### config.mk
export PLATFORM = sky130hd
export DESIGN_NAME = tick_queue_flat
export DESIGN_NICKNAME = d
export VERILOG_FILES = /design/src/rtl/tick_queue_pkg.sv /design/src/rtl/tick_queue_if.sv /design/src/rtl/tick_queue_wrap_ptr.sv /design/src/rtl/tick_queue.sv /design/src/flat_wrapper.sv
export SDC_FILE = /design/constraint.sdc
export NUM_CORES = 1
export LEC_CHECK = 0
export BUFFER_PORTS_ARGS = -buffer_cell sky130_fd_sc_hd__buf_2
export CORE_AREA = 2 2 88 73
export CTS_CLUSTER_SIZE = 16
export DETAILED_ROUTE_END_ITERATION = 10
export DIE_AREA = 0 0 90 75
export PLACE_DENSITY = 0.78
export SLEW_MARGIN = 20
export SYNTH_ARGS = -nofsm -noshare
export SYNTH_HDL_FRONTEND = slang
export SYNTH_SLANG_ARGS = --single-unit
### constraint.sdc
create_clock -name clk -period 5.33 [get_ports clk]
set_clock_uncertainty 0.05 [all_clocks]
set_input_delay 1.066 -clock clk [delete_from_list [all_inputs] [get_ports clk]]
set_output_delay 1.066 -clock clk [all_outputs]
set_load 0.01 [all_outputs]
### src/rtl/tick_queue_pkg.sv
// Shared constants for the tick-drained queue: default data/address widths
// and the occupancy counter width, which needs one extra bit to represent "full".
package tick_queue_pkg;

  localparam int W_DEF  = 8;
  localparam int AW_DEF = 3;

  function automatic int cnt_w(input int aw);
    return aw + 1;
  endfunction

endpackage

### src/rtl/tick_queue_if.sv
// Producer/consumer bundle for tick_queue: write handshake, drain strobe,
// read-side pulse and status flags.
interface tick_queue_if
  import tick_queue_pkg::*;
#(
  parameter int W  = W_DEF,
  parameter int AW = AW_DEF
);

  logic          wr_valid;
  logic [W-1:0]  wr_data;
  logic          wr_ready;
  logic          tick;
  logic          rd_valid;
  logic [W-1:0]  rd_data;
  logic [AW:0]   count;
  logic          full;
  logic          empty;
  logic          underrun;

  modport master (
    output wr_valid, wr_data, tick,
    input  wr_ready, rd_valid, rd_data, count, full, empty, underrun
  );

  modport slave (
    input  wr_valid, wr_data, tick,
    output wr_ready, rd_valid, rd_data, count, full, empty, underrun
  );

endinterface

### src/rtl/tick_queue_wrap_ptr.sv
// AW-bit pointer that advances on en_i and wraps naturally modulo 2**AW.
module wrap_ptr #(
  parameter int AW = 3
) (
  input  logic          clk,
  input  logic          rst_n,
  input  logic          en_i,
  output logic [AW-1:0] ptr_o
);

  logic [AW-1:0] ptr_q;
  logic [AW-1:0] ptr_d;

  assign ptr_d = en_i ? ptr_q + AW'(1) : ptr_q;

  always_ff @(posedge clk or negedge rst_n) begin
    if (!rst_n) ptr_q <= '0;
    else        ptr_q <= ptr_d;
  end

  assign ptr_o = ptr_q;

endmodule

### src/rtl/tick_queue.sv
// FIFO drained one entry per tick strobe. Optional sticky underrun flag is
// built only when TICK_QUEUE_UNDERRUN_EN is defined; otherwise it reads 0.
module tick_queue
  import tick_queue_pkg::*;
#(
  parameter int W  = W_DEF,
  parameter int AW = AW_DEF
) (
  input  logic      clk,
  input  logic      reset,
  tick_queue_if.slave q
);

  localparam int CW    = cnt_w(AW);
  localparam int DEPTH = 2 ** AW;

  logic [W-1:0]  mem [DEPTH];
  logic [AW-1:0] wr_ptr;
  logic [AW-1:0] rd_ptr;
  logic [CW-1:0] count_q;
  logic [CW-1:0] count_d;
  logic [W-1:0]  rd_data_q;
  logic          rd_valid_q;
  logic          full;
  logic          empty;
  logic          push;
  logic          pop;

  // wr_ready is !full even on a pop cycle, so a full queue never writes through.
  assign full  = (count_q == {1'b1, {AW{1'b0}}});
  assign empty = (count_q == '0);
  assign push  = q.wr_valid && !full;
  assign pop   = q.tick && !empty;

  always_comb begin
    count_d = count_q;
    case ({push, pop})
      2'b10:   count_d = count_q + CW'(1);
      2'b01:   count_d = count_q - CW'(1);
      default: count_d = count_q;
    endcase
  end

  wrap_ptr #(.AW(AW)) u_wr_ptr (
    .clk   (clk),
    .rst_n (reset),
    .en_i  (push),
    .ptr_o (wr_ptr)
  );

  wrap_ptr #(.AW(AW)) u_rd_ptr (
    .clk   (clk),
    .rst_n (reset),
    .en_i  (pop),
    .ptr_o (rd_ptr)
  );

  always_ff @(posedge clk) begin
    if (push) mem[wr_ptr] <= q.wr_data;
  end

  always_ff @(posedge clk or negedge reset) begin
    if (!reset) begin
      count_q    <= '0;
      rd_data_q  <= '0;
      rd_valid_q <= 1'b0;
    end else begin
      count_q    <= count_d;
      rd_valid_q <= pop;
      if (pop) rd_data_q <= mem[rd_ptr];
    end
  end

`ifdef TICK_QUEUE_UNDERRUN_EN
  logic underrun_q;

  always_ff @(posedge clk or negedge reset) begin
    if (!reset)              underrun_q <= 1'b0;
    else if (q.tick && empty) underrun_q <= 1'b1;
  end

  assign q.underrun = underrun_q;
`else
  assign q.underrun = 1'b0;
`endif

  assign q.wr_ready = !full;
  assign q.full     = full;
  assign q.empty    = empty;
  assign q.count    = count_q;
  assign q.rd_valid = rd_valid_q;
  assign q.rd_data  = rd_data_q;

endmodule
### src/flat_wrapper.sv
// flat-port wrapper written by rule: the top's interface ports become plain ports
module tick_queue_flat import tick_queue_pkg::*;
#(
  parameter int W  = W_DEF,
  parameter int AW = AW_DEF
)
  (clk, reset, q_wr_valid, q_wr_data, q_tick, q_wr_ready, q_rd_valid, q_rd_data, q_count, q_full, q_empty, q_underrun);
  tick_queue_if #(.W(W), .AW(AW)) q_i ();
  input  logic clk;
  input  logic reset;
  input wire logic [$bits(q_i.wr_valid)-1:0] q_wr_valid;
  input wire logic [$bits(q_i.wr_data)-1:0] q_wr_data;
  input wire logic [$bits(q_i.tick)-1:0] q_tick;
  output wire logic [$bits(q_i.wr_ready)-1:0] q_wr_ready;
  output wire logic [$bits(q_i.rd_valid)-1:0] q_rd_valid;
  output wire logic [$bits(q_i.rd_data)-1:0] q_rd_data;
  output wire logic [$bits(q_i.count)-1:0] q_count;
  output wire logic [$bits(q_i.full)-1:0] q_full;
  output wire logic [$bits(q_i.empty)-1:0] q_empty;
  output wire logic [$bits(q_i.underrun)-1:0] q_underrun;
  assign q_i.wr_valid = q_wr_valid;
  assign q_i.wr_data = q_wr_data;
  assign q_i.tick = q_tick;
  assign q_wr_ready = q_i.wr_ready;
  assign q_rd_valid = q_i.rd_valid;
  assign q_rd_data = q_i.rd_data;
  assign q_count = q_i.count;
  assign q_full = q_i.full;
  assign q_empty = q_i.empty;
  assign q_underrun = q_i.underrun;
  tick_queue #(.W(W), .AW(AW)) u_core (.clk(clk), .reset(reset), .q(q_i));
endmodule
# --- Word-level counts from Yosys, hierarchy flattened ---
# Memories as Yosys holds them, arrays and structs flattened. A register that Yosys moved wholly into a read port is not among the register bits.
# Cells that the tools add are included.
# Widths: inputs -> output; s select.
totals:
  register_bits: 11
  ramBits: 64
  inputBits: 12
  wordCells: 22
  mem_count: 1
memory_table:
  columns: ["memory", "depth", "word_bits", "rd", "rd_ports_with_merged_regs", "write_ports", "line_no", "source"]
  rows:
  - ["u_core.mem", 8, 8, 1, 1, 1, "tick_queue.sv:17", "logic [W-1:0] mem [DEPTH];"]
op_classes:
  add_sub_neg: 4
  n_eq_ne: 3
  muxes: 3
  reduce_logical: 7
ops:
  columns: ["operator", "n"]
  rows:
  - ["$pmux 4 s2", 1]
  - ["$add 3x1->3 const B", 2]
  - ["$add 4x1->4 const B", 1]
  - ["$eq 4x4->1 const B", 1]
  - ["$logic_not 4->1", 1]
  - ["$sub 4x1->4 const B", 1]
  - ["$logic_not 1->1", 3]
  - ["$eq 2x1->1 const B", 1]
  - ["$eq 2x2->1 const B", 1]
  - ["$logic_and 1x1->1", 2]
  - ["$mux 1", 2]
  - ["$reduce_bool 2->1", 1]

# --- Depth between registers and ports, before layout ---
# Gate-level depths: netlist of the first run.
depth:
  word_depth: 5
  depth_mapped: 12

# --- Cells and area by module ---
# From an unflattened synthesis of the first run, not the netlist that was laid out.
unflattened:
  hier_cells: 216
  area_unflattened_um2: 3447.1
modules_own_cells:
  columns: ["mod", "n_inst", "cells_per_inst", "area_each_um2", "seq_area_each_um2"]
  rows:
  - ["tick_queue", 1, 200, 3199.3, 2247.2]
  - ["wrap_ptr", 2, 8, 123.9, 75.1]

# --- Worst setup path before layout of the first run ---
# Ideal clock, no wire load.
synth_timing:
  path_kind: "input to register"
  start: "in q_wr_valid"
  end: "reg u_core.count_q[3], in the netlist u_core.q.count[3]"
  setup_ns: 0.116
  arrival_time_ns: 2.501
  t_required_ns: 5.164
  setup_slack_ns: 2.663
  stages: 7
  cell_sequence: "nor2b_2 inv_1 ha_1 ha_1 a21oi_1 o21ai_0 o311ai_0"
synth_between:
  elab_chain_len: 3
  word_cells_on_any_way: 5
  cone_classes: "eq/ne (2); mux (1); reduce/logical (2)"
synth_rtl:
  columns: ["item", "line_no", "source"]
  rows:
  - ["start: declaration", "flat_wrapper.sv:11", "input wire logic [$bits(q_i.wr_valid)-1:0] q_wr_valid;"]
  - ["$logic_and 1x1->1 (*)", "tick_queue.sv:32", "assign push = q.wr_valid && !full;"]
  - ["$eq 2x1->1 or $eq 2x2->1 (tied branches)", "tick_queue.sv:37", "case ({push, pop})"]
  - ["$pmux 4 s2 or $reduce_bool 2->1 (tied branches)", null, null]
  - ["end signal: assignment", "tick_queue.sv:68", "count_q <= count_d;"]
  - ["end: declaration", "tick_queue.sv:20", "logic [CW-1:0] count_q;"]
# Every way passes the cells marked *; elsewhere a longest branch is shown, timed or not.
# A chain may end at the register's enable or synchronous reset.

# --- Worst setup path after layout of the first run ---
layout_timing:
  start: "reg u_core.count_q[0], in the netlist u_core.q.count[0]"
  end: "reg u_core.count_q[3], in the netlist u_core.q.count[3]"
layout_between:
  elab_chain_len: 5
  word_cells_on_any_way: 12
  cone_classes: "add/sub (2); eq/ne (3); mux (1); reduce/logical (6)"
layout_rtl:
  columns: ["item", "line_no", "source"]
  rows:
  - ["$logic_not 4->1 (*)", "tick_queue.sv:31", "assign empty = (count_q == '0);"]
  - ["$logic_not 1->1 (*)", "tick_queue.sv:33", "assign pop = q.tick && !empty;"]
  - ["$logic_and 1x1->1 (*)", "tick_queue.sv:33", null]
  - ["net u_core.pop", "tick_queue.sv:27", "logic pop;"]
  - ["$eq 2x1->1 or $eq 2x2->1 (tied branches)", "tick_queue.sv:37", null]
  - ["$pmux 4 s2 or $reduce_bool 2->1 (tied branches)", null, null]
# Mark *: on every way through the listed nets, which the timed path passes. The rest lies on a longest branch.

==> results.ini, run 1 <==
[outcome]
outcome = finished, final reports clean

[die]
rows = 25
die_h_um = 75
coreArea_sq_um = 5820
die_w_um = 90
dieArea_sq_um = 6750
start_util_pct = 59.3
num_io_pins = 29

[timing]
finalHoldViolations = 0
maxSlewViolCount = 0
setup_viol = 0
fmax_mhz = 323
finalSetupTns_ns = 0
timing.final.ws_setup_ns = 2.23
finalCritPeriodShare_pct = 58.1
rsz0062_at_grt = no
worstMarginPinSlew_ns = 1.09
fin_crit_ns = 3.10
maxSlewHeadroom_pct = 26.9

[final_layout]
antenna_cells = 0
multiInputGateArea_sq_um = 941
seq_area_sq_um = 2400
drive_above_1_share_pct = 26.7
final_cell_mix = edfxtp_1 (64), buf_2 (27), nand2_1 (19), dfrtp_1 (19)
instances_no_fill = 336
fin_nets = 268
final_common_cell = edfxtp_1
n_fill_cell = 432
syn2layout_area_growth_pct = 11.4

[grt]
grt_pass1_vias = 1891
grt_pass1_wl_um = 9920
grt_use_total_pct = 20.6
grt_antenna_before_repair = 0
grt_remaining_overflow = 0
grt_max_degree = 35

[clock_network]
numClockSinks = 83
cts_root_buffer = clkbuf_8
clkLatencyLatePin_ns = 0.35
h-tree-depth = 3
postCtsResizedCells = 0
tritoncts = yes
postCtsSetupBuffers = 0
cts_buffer_depth = 2
numCtsBuffers = 9
clkSlewWorstSetupHoldPaths_ns = 0.08
hold_buffers = 0

[synth]
ys_seq_elements = 83
ys_warn_count = 0
ys_seq_area_share_pct = 69.5
synth.distinct_cells = 34
synth_top_cell_by_area = edfxtp_1
syn_area_per_cell_sq_um = 15.8
synth_fp_nets = 237
synth_top_area_share_pct = 55.7
synth_cells = 219
synth_area_leaders = edfxtp_1 (56%), dfrtp_1 (14%), mux2_2 (5.5%)
synth_area_sq_um = 3450

[route]
met2WireLength_um = 3070
route.met3.wl_um = 380
wl_met1_um = 2760
drtAntennaViolNets = 0
drt-total-wl_um = 6300
wl_per_cell_um = 18.7
avgViaCountPerCell = 5.58
dr.pass1.iters = 4
top_layer = met4
post-route-drc-count = 0
drtIter0Drc = 178
vias = 1874

[pwr]
vdd_ir_drop_max_mv = 0.323
power_density_nw_per_um2 = 553
p_leak_nw = 1.45

[run]
drv_cap = 0

[setup_path]
cp-end-kind = flip-flop
crit_type = reg2reg
worstPathRequired_ns = 5.48
cp_common_cell = ha_1
arrival_ns = 3.25
path_delay_family = compound AO/OA/AOI/OAI gates
path_cells = o41ai_4 -> inv_2 -> ha_1 -> ha_1 -> inv_1 -> nor4_1 -> nand4b_1 -> o311ai_0
cp-start-kind = flip-flop
slowest_delay_ns = 0.90
cp_slowest_cell = o41ai_4
worstPathBufferInverterCount = 2
crit_fanout = 19

[hold_path]
hp-class = reg2reg

[placed_design]
dpl_worst_slack_ns = 2.26
routabilityCongestion = 0.773
dpl.hpwl_um = 4060
placedCellCount = 320
port_buffers = 27

routing by layer:
layer / global-route usage, % / vias up
met3: 6.41 / 9
met5: 0 / -
met1: 26.7 / 923
met2: 34.4 / 56
met4: 6.32 / 0
li1: - / 886
metrics by stage:
stage          hold WS (ns)  util (%)  area (sq um)  power [mW]
2_1_floorplan         0.456         -          3450        1.48
3_3_place_gp          0.422      62.2          3620        1.63
3_5_place_dp          0.434      62.2          3620        1.66
4_1_cts               0.451      65.9          3830        2.14
5_1_grt               0.480      66.1          3840        2.25
6_report              0.448      66.1          3840        2.13
cell type report:
type	instances	area share (%)
inverter	8	0.781
clock inverter	6	2.34
clock buffer	10	3.32
sequential	83	62.3
tap	81	2.64
multi-input combinational	118	24.5
timing repair buffer	30	4.10
cell usage after synthesis:
cell,count
a21oi_1,1
a221o_1,8
buf_1,2
buf_12,1
buf_4,1
buf_6,4
buf_8,1
clkbuf_1,1
conb_1,1
dfrtp_1,19
edfxtp_1,64
fa_1,1
ha_1,5
inv_1,7
inv_2,1
mux2_2,17
mux2i_1,17
nand2_1,19
nand2b_1,4
nand4b_1,1
nor2_1,4
nor2b_1,1
nor2b_2,1
nor3_1,6
nor3b_1,1
nor4_1,3
o21ai_0,3
o21ai_1,8
o22ai_1,8
o311ai_0,1
o41ai_4,1
or3_1,1
xnor2_1,4
xor2_1,2
logic make-up after synthesis:
group	after synthesis	synth area share (%)
adder cells (fa/ha/maj)	6	2.39
AND/OR/NAND/NOR	41	5.73
AO/OA/AOI/OAI	30	6.56
flip-flops	83	69.5
XOR/XNOR	6	1.52
buffers and inverters	18	3.73
multiplexers	34	10.5
other	1	0.109
state kept, by name, indices dropped and copies added (netlist names):
register,count
u_core.mem,64
u_core.q.count,4
u_core.q.rd_data,8
u_core.q.rd_valid,1
u_core.u_rd_ptr.ptr_o,3
u_core.u_wr_ptr.ptr_o,3
tightest hold or removal path, stage by stage, from the launching register on:
cell	delay, ns
dfrtp_1	0.35
nand2_1	0.05
o21ai_1	0.06
power breakdown:
| part | leakage [nW] | switching (mW) | internal (mW) | total [mW] |
|---|---|---|---|---|
| sequential | 0.807 | 0.107 | 0.847 | 0.953 |
| combinational | 0.535 | 0.395 | 0.298 | 0.693 |
| clock | 0.106 | 0.215 | 0.265 | 0.480 |
worst paths after layout:
path	startpoint	slack, ns	end	cells after the start
max	u_core.q.count[0]	2.23	u_core.q.count[3]	8
max reg2reg	u_core.q.count[0]	2.23	u_core.q.count[3]	8
min	u_core.q.rd_data[7]	0.45	u_core.q.rd_data[7]	2
max in group asynchronous	reset	4.32	u_core.q.count[1]	1
min reg2reg	u_core.q.rd_data[7]	0.45	u_core.q.rd_data[7]	2
min in group asynchronous	reset	0.60	u_core.q.count[2]	1
Power figures use the tool's default switching activity.
==> run 2, diff against run 1 <==
- CORE_AREA: 2 2 88 73 -> 2 2 89 74
- DIE_AREA: 0 0 90 75 -> 0 0 91 76
- PLACE_DENSITY: 0.78 -> 0.76
- clock period: 5.33 -> 3.1 ns (I/O delays scaled with it)
==> run 2 against run 1 <==
  * Final cell count up 3.0%
  * Worst setup slack worse by 1.7 ns
  * Sequential power up 69%
  * Clock power up 71%
  * Combinational power up 72%
  * Critical endpoint unchanged
  * Largest power group unchanged
  * Highest routed layer unchanged
==> results.ini, run 2 (same netlist as run 1, synthesis figures left out) <==
[outcome]
outcome = finished, final reports clean

[pwr]
power_density_nw_per_um2 = 933  ; +69%
p_leak_nw = 1.48  ; +2.1%
intPower_mw = 2.44  ; +73%
pwr-share-comb_pct = 32.8  ; +0.2 points
switchingPower_mw = 1.19  ; +65%
vdd_ir_drop_max_mv = 0.466  ; +44%
switching_share_pct = 32.7  ; -1.0 points
p_seq_share_pct = 44.5  ; -0.3 points
pwr-share-clk_pct = 22.7  ; about the same

[clock_network]
cts_buffer_depth = 2  ; unchanged
hold_buffers = 0  ; unchanged
numClockSinks = 83  ; unchanged
tritoncts = yes
postCtsSetupBuffers = 0  ; unchanged
clkSlewWorstSetupHoldPaths_ns = 0.08  ; about the same
cts_root_buffer = clkbuf_8
postCtsResizedCells = 0  ; unchanged
h-tree-depth = 3  ; unchanged
clkLatencyLatePin_ns = 0.35  ; about the same
numCtsBuffers = 9  ; unchanged

[route]
drt-total-wl_um = 5690  ; -9.7%
wl_per_cell_um = 16.4  ; -12%
post-route-drc-count = 0  ; unchanged
drtAntennaViolNets = 0  ; unchanged
drtIter0Drc = 177  ; -0.56%
avgViaCountPerCell = 5.37  ; -3.8%
vias = 1857  ; -0.91%
dr.pass1.iters = 4  ; unchanged

[timing]
fin_crit_ns = 2.55  ; -0.542 ns
finalSetupTns_ns = 0  ; unchanged
timing.final.ws_setup_ns = 0.546  ; -1.69 ns
worstMarginPinSlew_ns = 0.684  ; -0.403 ns
maxSlewViolCount = 0  ; unchanged
fmax_mhz = 392  ; +21%
maxSlewHeadroom_pct = 54.3  ; +27 points
finalHoldViolations = 0  ; unchanged
setup_viol = 0  ; unchanged
finalCritPeriodShare_pct = 82.4  ; +24 points
rsz0062_at_grt = no

[final_layout]
final_cell_mix = edfxtp_1 (64), buf_2 (27), nand2_1 (19), dfrtp_1 (19)
regMostFlops = u_core.mem
drive_above_1_share_pct = 27.5  ; +0.81 points
fin_nets = 275  ; +2.6%
largest_reg_flops = 64  ; unchanged
final_common_cell = edfxtp_1
antenna_cells = 0  ; unchanged
syn2layout_area_growth_pct = 12.5

[die]
die_w_um = 91  ; +1.1%
dieArea_sq_um = 6920  ; +2.5%
start_util_pct = 56.4  ; -2.9 points
num_io_pins = 29  ; unchanged
die_h_um = 76  ; +1.3%
rows = 26  ; +4.0%
coreArea_sq_um = 6120  ; +5.1%

[grt]
grt_antenna_before_repair = 0  ; unchanged
grt_util_met1_pct = 24.2  ; -2.5 points
grt_use_total_pct = 18.1  ; -2.5 points
use_met2_pct = 27.3  ; -7.1 points
grt_max_degree = 35  ; unchanged
grt_remaining_overflow = 0  ; unchanged
gr-max-usage-layer = met2
grt_pass1_vias = 1770  ; -6.4%
grt_pass1_wl_um = 9060  ; -8.6%
grtUsageMet3_pct = 6.92  ; +0.52 points

[setup_path]
arrival_ns = 2.74  ; -0.51 ns
cp-end-kind = flip-flop
worstPathRequired_ns = 3.29  ; -2.19 ns
crit_type = reg2reg
cp-start-kind = flip-flop
crit_fanout = 8  ; -11

[run]
drv_cap = 0  ; unchanged

[placed_design]
routabilityCongestion = 0.778  ; +0.72%
dpl.hpwl_um = 3770  ; -7.1%
dpl_worst_slack_ns = 0.579  ; -1.68 ns
port_buffers = 27  ; unchanged

[hold_path]
hp-class = in2async

[run 2: cell types whose count changed in the layout (fill, tap and decap cells not counted), sizes merged]
| cell | delta |
|---|---|
| clkinv | -2 |
| clkinvlp | +1 |
| buf | +7 |
| inv | +1 |
[run 2: layout make-up]
class | count | area [sq um]
clock buffers | 10 | 128
clock inverters | 6 | 88.8
fillers | 487 | 2230
inverters | 8 | 30.0
multi-input cells | 118 | 925
flip-flops and latches | 83 | 2400
well taps | 84 | 105
repair buffers | 37 | 210
[run 2: routing by layer]
| layer | routed length, um | vias to the layer above |
|---|---|---|
| met5 | 0 | - |
| met4 | 79 | 0 |
| met3 | 386 | 12 |
| met2 | 2620 | 49 |
| met1 | 2600 | 892 |
| li1 | - | 904 |
[run 2: final timing paths]
kind,slack (ns),startpoint,endpoint,cells past startpoint
setup / recovery,0.55,u_core.q.count[0],u_core.q.count[3],10
hold / removal,0.14,reset,u_core.q.rd_data[2],1
setup reg to reg,0.55,u_core.q.count[0],u_core.q.count[3],10
hold reg to reg,0.44,u_core.q.rd_data[5],u_core.q.rd_data[5],2
max in group asynchronous,2.57,reset,u_core.u_wr_ptr.ptr_o[0],1
min in group clk,0.44,u_core.q.rd_data[5],u_core.q.rd_data[5],2
[run 2: metrics by stage]
step / hold WS (ns) / area, sq um / utilization [%] / std cells / power, mW
2_1_floorplan: 0.274 / 3450 / - / 219 / 2.54
3_3_place_gp: 0.412 / 3670 / 60.0 / 330 / 2.80
3_5_place_dp: 0.430 / 3670 / 60.0 / 330 / 2.84
4_1_cts: 0.141 / 3880 / 63.5 / 346 / 3.66
5_1_grt: 0.149 / 3880 / 63.5 / 346 / 3.85
6_report: 0.138 / 3880 / 63.5 / 346 / 3.62
[run 2: power groups by stage]
| stage | Sequential (mW) | Combinational, mW | Clock, mW |
|---|---|---|---|
| finish | 1.61 | 1.19 | 0.821 |
| global route | 1.65 | 1.32 | 0.886 |
| CTS | 1.62 | 1.20 | 0.840 |
| detailed placement | 1.64 | 1.20 | 0 |
| global placement | 1.62 | 1.17 | 0 |
| floorplan | 1.65 | 0.892 | 0 |
[run 2: critical path, cell delays in order (launching register included)]
cell and delay (ns):
dfrtp_1 0.48, nor3_1 0.23, nand2_1 0.09, inv_1 0.09
nor2b_2 0.07, inv_1 0.13, ha_1 0.32, ha_1 0.28
a21oi_1 0.24, o21ai_0 0.13, o311ai_0 0.33
